**src/rtl/imem_load_run_controller_if.sv**
```systemverilog
// rtl/imem_load_run_controller_if.sv - byte-in, program-memory-write and fetch handshake bundle
//
// Signals:
//   i_rx_valid, i_rx_byte        UART receiver byte strobe and data
//   i_data_ready, i_id_ack       fetch IF/ID occupied, decoder consumed instruction
//   o_write_enable               program memory write enable
//   o_load_address               program memory write address (ADDR_W bits)
//   o_load_instruction           program memory write data (32 bits)
//   o_flush                      flush request to fetch stage
// Modports: master = controller, slave = surrounding pipeline/receiver.
interface imem_load_run_controller_if #(
    parameter int ADDR_W = 3
);
    logic              i_rx_valid;
    logic [7:0]        i_rx_byte;
    logic              i_data_ready;
    logic              i_id_ack;
    logic              o_write_enable;
    logic [ADDR_W-1:0] o_load_address;
    logic [31:0]       o_load_instruction;
    logic              o_flush;

    modport master (
        input  i_rx_valid, i_rx_byte, i_data_ready, i_id_ack,
        output o_write_enable, o_load_address, o_load_instruction, o_flush
    );

    modport slave (
        output i_rx_valid, i_rx_byte, i_data_ready, i_id_ack,
        input  o_write_enable, o_load_address, o_load_instruction, o_flush
    );
endinterface

```
**src/rtl/imem_load_run_controller.sv**
```systemverilog
// rtl/imem_load_run_controller.sv - packs UART bytes into program memory, then sequences fetch flushes
//
// Ports:
//   clk             system clock, rising edge
//   rst             asynchronous active-low reset
//   bus             imem_load_run_controller_if.master (byte input, memory write port, flush handshake)
//   i_start         begin run (needs at least one loaded word)
//   i_clear         leave DONE and clear counts
//   o_busy          high outside IDLE and DONE
//   o_done          high in DONE
//   o_overrun       sticky dropped-byte flag
//   o_loaded_count  words written, 0..DEPTH
module imem_load_run_controller #(
    parameter int DEPTH     = 8,
    parameter int ADDR_W    = 3,
    parameter int WE_HIGH   = 2,
    parameter int WE_LOW    = 4,
    parameter int FLUSH_LEN = 1
) (
    input  logic                          clk,
    input  logic                          rst,
    imem_load_run_controller_if.master    bus,
    input  logic                          i_start,
    input  logic                          i_clear,
    output logic                          o_busy,
    output logic                          o_done,
    output logic                          o_overrun,
    output logic [ADDR_W:0]               o_loaded_count
);
    localparam int CNT_W = 8;
    localparam logic [CNT_W-1:0]  WE_HIGH_LAST   = CNT_W'(WE_HIGH - 1);
    localparam logic [CNT_W-1:0]  WE_LOW_LAST    = CNT_W'(WE_LOW - 1);
    localparam logic [CNT_W-1:0]  FLUSH_LAST     = CNT_W'(FLUSH_LEN - 1);
    localparam logic [ADDR_W:0]   LAST_BEFORE_FULL = (ADDR_W+1)'(DEPTH - 1);

    typedef enum logic [3:0] {
        IDLE, ASSEMBLE, WRITE_HI, WRITE_LO, FULL, RUN, FLUSH, WAIT_CLR, DONE
    } state_t;

    state_t            state;
    logic [1:0]        byte_idx;
    logic [23:0]       partial;      // bytes 0..2 of the word being assembled
    logic [CNT_W-1:0]  cnt;          // shared phase timer for write and flush pulses
    logic [ADDR_W:0]   retired;
    logic              write_enable;
    logic              flush;
    logic [ADDR_W-1:0] load_address;
    logic [31:0]       load_instruction;
    logic              busy;
    logic              done;
    logic              overrun;
    logic [ADDR_W:0]   loaded_count;

    assign bus.o_write_enable     = write_enable;
    assign bus.o_load_address     = load_address;
    assign bus.o_load_instruction = load_instruction;
    assign bus.o_flush            = flush;
    assign o_busy                 = busy;
    assign o_done                 = done;
    assign o_overrun              = overrun;
    assign o_loaded_count         = loaded_count;

    always_ff @(posedge clk or negedge rst) begin
        if (!rst) begin
            state            <= IDLE;
            byte_idx         <= '0;
            partial          <= '0;
            cnt              <= '0;
            retired          <= '0;
            write_enable     <= 1'b0;
            flush            <= 1'b0;
            load_address     <= '0;
            load_instruction <= '0;
            busy             <= 1'b0;
            done             <= 1'b0;
            overrun          <= 1'b0;
            loaded_count     <= '0;
        end else begin
            // Only IDLE and ASSEMBLE can accept a byte; anything else is lost.
            if (bus.i_rx_valid && !(state inside {IDLE, ASSEMBLE}))
                overrun <= 1'b1;

            case (state)
                IDLE: begin
                    // A byte beats a simultaneous start.
                    if (bus.i_rx_valid) begin
                        partial[7:0] <= bus.i_rx_byte;
                        byte_idx     <= 2'd1;
                        busy         <= 1'b1;
                        state        <= ASSEMBLE;
                    end else if (i_start && loaded_count != '0) begin
                        busy  <= 1'b1;
                        state <= RUN;
                    end
                end
                ASSEMBLE: begin
                    if (bus.i_rx_valid) begin
                        if (byte_idx == 2'd3) begin
                            load_instruction <= {bus.i_rx_byte, partial};
                            write_enable     <= 1'b1;
                            byte_idx         <= 2'd0;
                            cnt              <= '0;
                            state            <= WRITE_HI;
                        end else begin
                            partial[{byte_idx, 3'b000} +: 8] <= bus.i_rx_byte;
                            byte_idx <= byte_idx + 2'd1;
                        end
                    end
                end
                WRITE_HI: begin
                    if (cnt == WE_HIGH_LAST) begin
                        write_enable <= 1'b0;
                        cnt          <= '0;
                        state        <= WRITE_LO;
                    end else begin
                        cnt <= cnt + CNT_W'(1);
                    end
                end
                WRITE_LO: begin
                    if (cnt == WE_LOW_LAST) begin
                        cnt          <= '0;
                        load_address <= load_address + ADDR_W'(1);
                        loaded_count <= loaded_count + (ADDR_W+1)'(1);
                        if (loaded_count == LAST_BEFORE_FULL) begin
                            state <= FULL;
                        end else begin
                            busy  <= 1'b0;
                            state <= IDLE;
                        end
                    end else begin
                        cnt <= cnt + CNT_W'(1);
                    end
                end
                FULL: begin
                    if (i_start)
                        state <= RUN;
                end
                RUN: begin
                    if (bus.i_data_ready && bus.i_id_ack) begin
                        flush <= 1'b1;
                        cnt   <= '0;
                        state <= FLUSH;
                    end
                end
                FLUSH: begin
                    if (cnt == FLUSH_LAST) begin
                        flush   <= 1'b0;
                        retired <= retired + (ADDR_W+1)'(1);
                        state   <= WAIT_CLR;
                    end else begin
                        cnt <= cnt + CNT_W'(1);
                    end
                end
                WAIT_CLR: begin
                    // Hold off the next flush until IF/ID has actually emptied.
                    if (!bus.i_data_ready) begin
                        if (retired == loaded_count) begin
                            busy  <= 1'b0;
                            done  <= 1'b1;
                            state <= DONE;
                        end else begin
                            state <= RUN;
                        end
                    end
                end
                DONE: begin
                    if (i_clear) begin
                        retired      <= '0;
                        loaded_count <= '0;
                        load_address <= '0;
                        overrun      <= 1'b0;
                        done         <= 1'b0;
                        state        <= IDLE;
                    end
                end
                default: begin
                    busy  <= 1'b0;
                    done  <= 1'b0;
                    state <= IDLE;
                end
            endcase
        end
    end
endmodule

```
**src/flat_wrapper.sv**
```systemverilog
// flat-port wrapper written by rule: the top's interface ports become plain ports
module imem_load_run_controller_flat 
#(
    parameter int DEPTH     = 8,
    parameter int ADDR_W    = 3,
    parameter int WE_HIGH   = 2,
    parameter int WE_LOW    = 4,
    parameter int FLUSH_LEN = 1
)
  (clk, rst, i_start, i_clear, o_busy, o_done, o_overrun, o_loaded_count, bus_i_rx_valid, bus_i_rx_byte, bus_i_data_ready, bus_i_id_ack, bus_o_write_enable, bus_o_load_address, bus_o_load_instruction, bus_o_flush);
  imem_load_run_controller_if #(.ADDR_W(ADDR_W)) bus_i ();
  input  logic clk;
  input  logic rst;
  input  logic i_start;
  input  logic i_clear;
  output logic o_busy;
  output logic o_done;
  output logic o_overrun;
  output logic [ADDR_W:0] o_loaded_count;
  input wire logic [$bits(bus_i.i_rx_valid)-1:0] bus_i_rx_valid;
  input wire logic [$bits(bus_i.i_rx_byte)-1:0] bus_i_rx_byte;
  input wire logic [$bits(bus_i.i_data_ready)-1:0] bus_i_data_ready;
  input wire logic [$bits(bus_i.i_id_ack)-1:0] bus_i_id_ack;
  output wire logic [$bits(bus_i.o_write_enable)-1:0] bus_o_write_enable;
  output wire logic [$bits(bus_i.o_load_address)-1:0] bus_o_load_address;
  output wire logic [$bits(bus_i.o_load_instruction)-1:0] bus_o_load_instruction;
  output wire logic [$bits(bus_i.o_flush)-1:0] bus_o_flush;
  assign bus_i.i_rx_valid = bus_i_rx_valid;
  assign bus_i.i_rx_byte = bus_i_rx_byte;
  assign bus_i.i_data_ready = bus_i_data_ready;
  assign bus_i.i_id_ack = bus_i_id_ack;
  assign bus_o_write_enable = bus_i.o_write_enable;
  assign bus_o_load_address = bus_i.o_load_address;
  assign bus_o_load_instruction = bus_i.o_load_instruction;
  assign bus_o_flush = bus_i.o_flush;
  imem_load_run_controller #(.DEPTH(DEPTH), .ADDR_W(ADDR_W), .WE_HIGH(WE_HIGH), .WE_LOW(WE_LOW), .FLUSH_LEN(FLUSH_LEN)) u_core (.clk(clk), .rst(rst), .bus(bus_i), .i_start(i_start), .i_clear(i_clear), .o_busy(o_busy), .o_done(o_done), .o_overrun(o_overrun), .o_loaded_count(o_loaded_count));
endmodule
```
**config.mk**
```make
export PLATFORM = sky130hd
export DESIGN_NAME = imem_load_run_controller_flat
export DESIGN_NICKNAME = d
export VERILOG_FILES = /design/src/rtl/imem_load_run_controller_if.sv /design/src/rtl/imem_load_run_controller.sv /design/src/flat_wrapper.sv
export SDC_FILE = /design/constraint.sdc
export NUM_CORES = 1
export LEC_CHECK = 0
export ABC_CLOCK_PERIOD_IN_PS = 3300
export CAP_MARGIN = 25
export CORE_MARGIN = 3
export CORE_UTILIZATION = 50
export CTS_CLUSTER_DIAMETER = 60
export DETAILED_ROUTE_END_ITERATION = 10
export DONT_BUFFER_PORTS = 1
export SLEW_MARGIN = 15
export SYNTH_ARGS = -nofsm -noshare
export SYNTH_HDL_FRONTEND = slang
export SYNTH_SLANG_ARGS = --single-unit
```
**constraint.sdc**
```tcl
create_clock -name clk -period 3.3 [get_ports clk]
set_clock_uncertainty 0.05 [all_clocks]
set_input_delay 0.33 -clock clk [delete_from_list [all_inputs] [get_ports clk]]
set_output_delay 0.33 -clock clk [all_outputs]
set_load 0.005 [all_outputs]
```
==> results.toml <==
[power_and_ir_drop]
p_sw_uw = 1160
clockPowerShare_pct = 23.3
switching_share_pct = 36.2
p_leak_uw = 0.00205
ir_worst_vdd_v = 0.000400
combPwrFrac_pct = 29.5
p_total_uw = 3190
p_int_uw = 2030
power_frac_seq_pct = 47.2
power_per_cell_area_nw_per_um2 = 722

[setup_path]
reg2reg_depth = 5
r2r_start = "u_core.state[0]"
crit_arrival_ns = 2.62
critPathMaxFanout = 22
crit_required_ns = 3.48
worstSetupPathType = "flip-flop to flip-flop"
crit_path_end_kind = "flip-flop"
critPathLaunchType = "flip-flop"
rrSetupSlack_ns = 0.86
worstReg2RegEnd = "u_core.cnt[5]"

[min_path]
hold_path.class = "primary input to flip-flop"
hold_path_depth = 2
hold_path_end = "u_core.partial[15]"
hp-start = "bus_i_rx_byte[7]"

[synthesis]
synthSimpleGateAreaFrac_pct = 17.7
syn_avg_cell_area_um2 = 10.3
syn-num-nets = 426
ys.flop_type = "dfrtp_1"
synth_xor_area_share_pct = 2.12
synth_compound_area_share_pct = 11.6
ys_warn_count = 0
synth_top_family_by_area = "simple AND/OR/NAND/NOR gates"
netlist_instances = 400
synth_edf_count = 0
netlist_area_um2 = 4120
synth_async_sr_flop_share_pct = 100
muxShareOfSynthArea_pct = 9.59
ys_seq_area_share_pct = 52.2
synth-adder-area-share_pct = 3.34
ys_seq_elements = 86
synth_cell_types = 50

[die]
die_h_um = 96.8
ioPinCount = 59
die_x_um = 96.8
die_area_um2 = 9370
start_util_pct = 52.6
num_rows = 32
fp.coreArea_um2 = 7850

[clock_network]
cts_tree = "yes"
cts_root_buf = "clkbuf_8"
cts_buffers = 9
post_cts_buffers = 0
clk_pin_slew_ns = 0.10
cts_max_level = 3
ctsLongestPathBuffers = 2
clock_latency_ns = 0.35
cts.sinks = 86

[grt]
antenna_found_initial = 0
grt_pass1_wl_um = 14700
grt_pass1_vias = 2867
grt_max_degree = 87
grt_util_all_layers_pct = 19.1
grt-ovfl-total = 0

[routing]
drt_first_pass_iters = 4
wl_um = 8450
drcViolationCount = 0
drt_iter0_drc = 90
post_drt_via_cell_ratio = 5.65
antenna_left = 0
routedWlPerCell_um = 16.8
route.vias.total = 2841

[final_layout]
final_common_cell = "dfrtp_1"
areaGrowthSynthToFinish_pct = 7.10
drive_above_1_share_pct = 15.5
diodes = 0
final_nets = 422
design_area_um2 = 4420
post-route-util_pct = 56.3
nFillCells = 675
mostFrequentLayoutCells = "dfrtp_1, nand2_1, o21ai_0"

[timing]
maxSlewHeadroom_pct = 42.9
rsz0062_at_grt = "false"
layout_min_cycle_time_ns = 2.44
setup_violations = 0
tightest_slew_ns = 0.845
finalHoldViolCount = 0
slew_violations = 0
fin_crit_sh_pct = 74.0
fmaxAchievable_mhz = 410
tns_ns = 0

[placed_design]
place_area_um2 = 4180
dp.final_hpwl_um = 5890
gp_congestion = 0.870
io_buffer_count = 0

[outcome]
status = "finished, final reports clean"

[job]
cap_violations = 0
-- registers in the layout (all words and copies together) (netlist names), 2 cells and up --
register,flops
u_core.bus.o_load_address,3
u_core.bus.o_load_instruction,32
u_core.byte_idx,2
u_core.cnt,8
u_core.o_loaded_count,4
u_core.partial,24
u_core.retired,4
u_core.state,4
-- metal layers --
layer / share of wire, % / GRT usage [%] / routed length, um / vias to the layer above
met5: 0 / 0 / 0 / -
li1: - / - / - / 1401
met2: 47 / 30.4 / 3940 / 65
met4: 1.6 / 5.40 / 139 / 0
met3: 5.0 / 5.48 / 420 / 13
met1: 47 / 25.7 / 3950 / 1362
-- Yosys cell counts, types with 2 or more instances --
cell type / count / area, um2
or2_2: 3 / 18.8
buf_2: 2 / 10.0
nand3_1: 16 / 80.1
mux2i_1: 2 / 20.0
nand2b_1: 4 / 25.0
nand2_1: 73 / 274
a31oi_1: 3 / 18.8
nor3_1: 2 / 10.0
a211o_1: 5 / 43.8
dfrtp_1: 86 / 2150
nor2_1: 24 / 90.1
a32o_1: 5 / 50.1
and3_1: 4 / 25.0
nand4b_1: 2 / 17.5
o21ai_0: 36 / 180
xor2_1: 6 / 52.6
or3_1: 2 / 12.5
ha_1: 11 / 138
a21oi_1: 7 / 35.0
buf_1: 3 / 11.3
inv_1: 17 / 63.8
o41ai_1: 2 / 17.5
a32oi_1: 2 / 17.5
o31ai_1: 5 / 37.5
mux2_2: 32 / 360
nor4_1: 3 / 18.8
clkbuf_1: 13 / 48.8
nor2b_1: 2 / 12.5
xnor2_1: 4 / 35.0
nand4_1: 4 / 25.0
-- worst max-delay path: stages (launching register included) --
cell and delay (ns):
dfrtp_1 0.74, nor4b_2 0.52, nand2_1 0.18, o2111ai_1 0.32
nor2_1 0.25, a32o_1 0.28
-- power by group through the flow --
stage / combinational (uW) / clock, uW / sequential (uW)
after global routing: 1090 / 813 / 1550
after CTS: 945 / 765 / 1510
after floorplan: 846 / 0 / 1400
final: 940 / 741 / 1510
after global placement: 906 / 0 / 1520
after detailed placement: 914 / 0 / 1530
-- cell families (layout without fill, tap and decap cells) --
family / Yosys count / after routing
adders and majority gates: 11 / 11
and+or+nand+nor: 150 / 150
buffers and inverters: 36 / 37
DFF: 86 / 86
AOI/OAI and AO/OA: 72 / 72
xor gates and xnor gates: 10 / 10
muxes: 35 / 35
-- final cells by class --
| class | count | area, um2 | share of cell area, % |
|---|---|---|---|
| clock inverter | 6 | 68.8 | 1.56 |
| inverter | 17 | 63.8 | 1.44 |
| tap | 102 | 128 | 2.89 |
| clock buffer | 10 | 128 | 2.89 |
| timing repair buffer | 4 | 50.0 | 1.13 |
| multi-input combinational | 278 | 1830 | 41.4 |
| sequential | 86 | 2150 | 48.7 |
-- through the flow --
stage | setup slack [ns] | cells | hold slack, ns
after floorplan | 1.12 | 400 | -0.0156
after detailed placement | 0.854 | 484 | -0.0136
after CTS | 0.856 | 502 | 0.0372
after global routing | 0.618 | 503 | 0.0314
after global placement | 0.899 | 484 | -0.0132
final | 0.859 | 503 | 0.0566
-- worst max-delay path by stage --
stage                    startpoint                  endpoint  slack [ns]  depth (start not counted)
floorplan             u_core.cnt[3]           u_core.state[0]        1.12                          5
global placement    u_core.state[2]             u_core.cnt[0]        0.90                          5
detailed placement  u_core.state[0]  u_core.o_loaded_count[1]        0.85                          4
CTS                 u_core.state[0]  u_core.o_loaded_count[1]        0.86                          4
global route        u_core.state[0]           u_core.state[0]        0.62                          5
finish              u_core.state[0]             u_core.cnt[5]        0.86                          5
-- repair_timing --
action                    4_1_cts  5_1_grt
gates resized for setup         0        0
hold buffers                    2        0
hold endpoints to repair       86        0
Power figures use the tool's default switching activity.
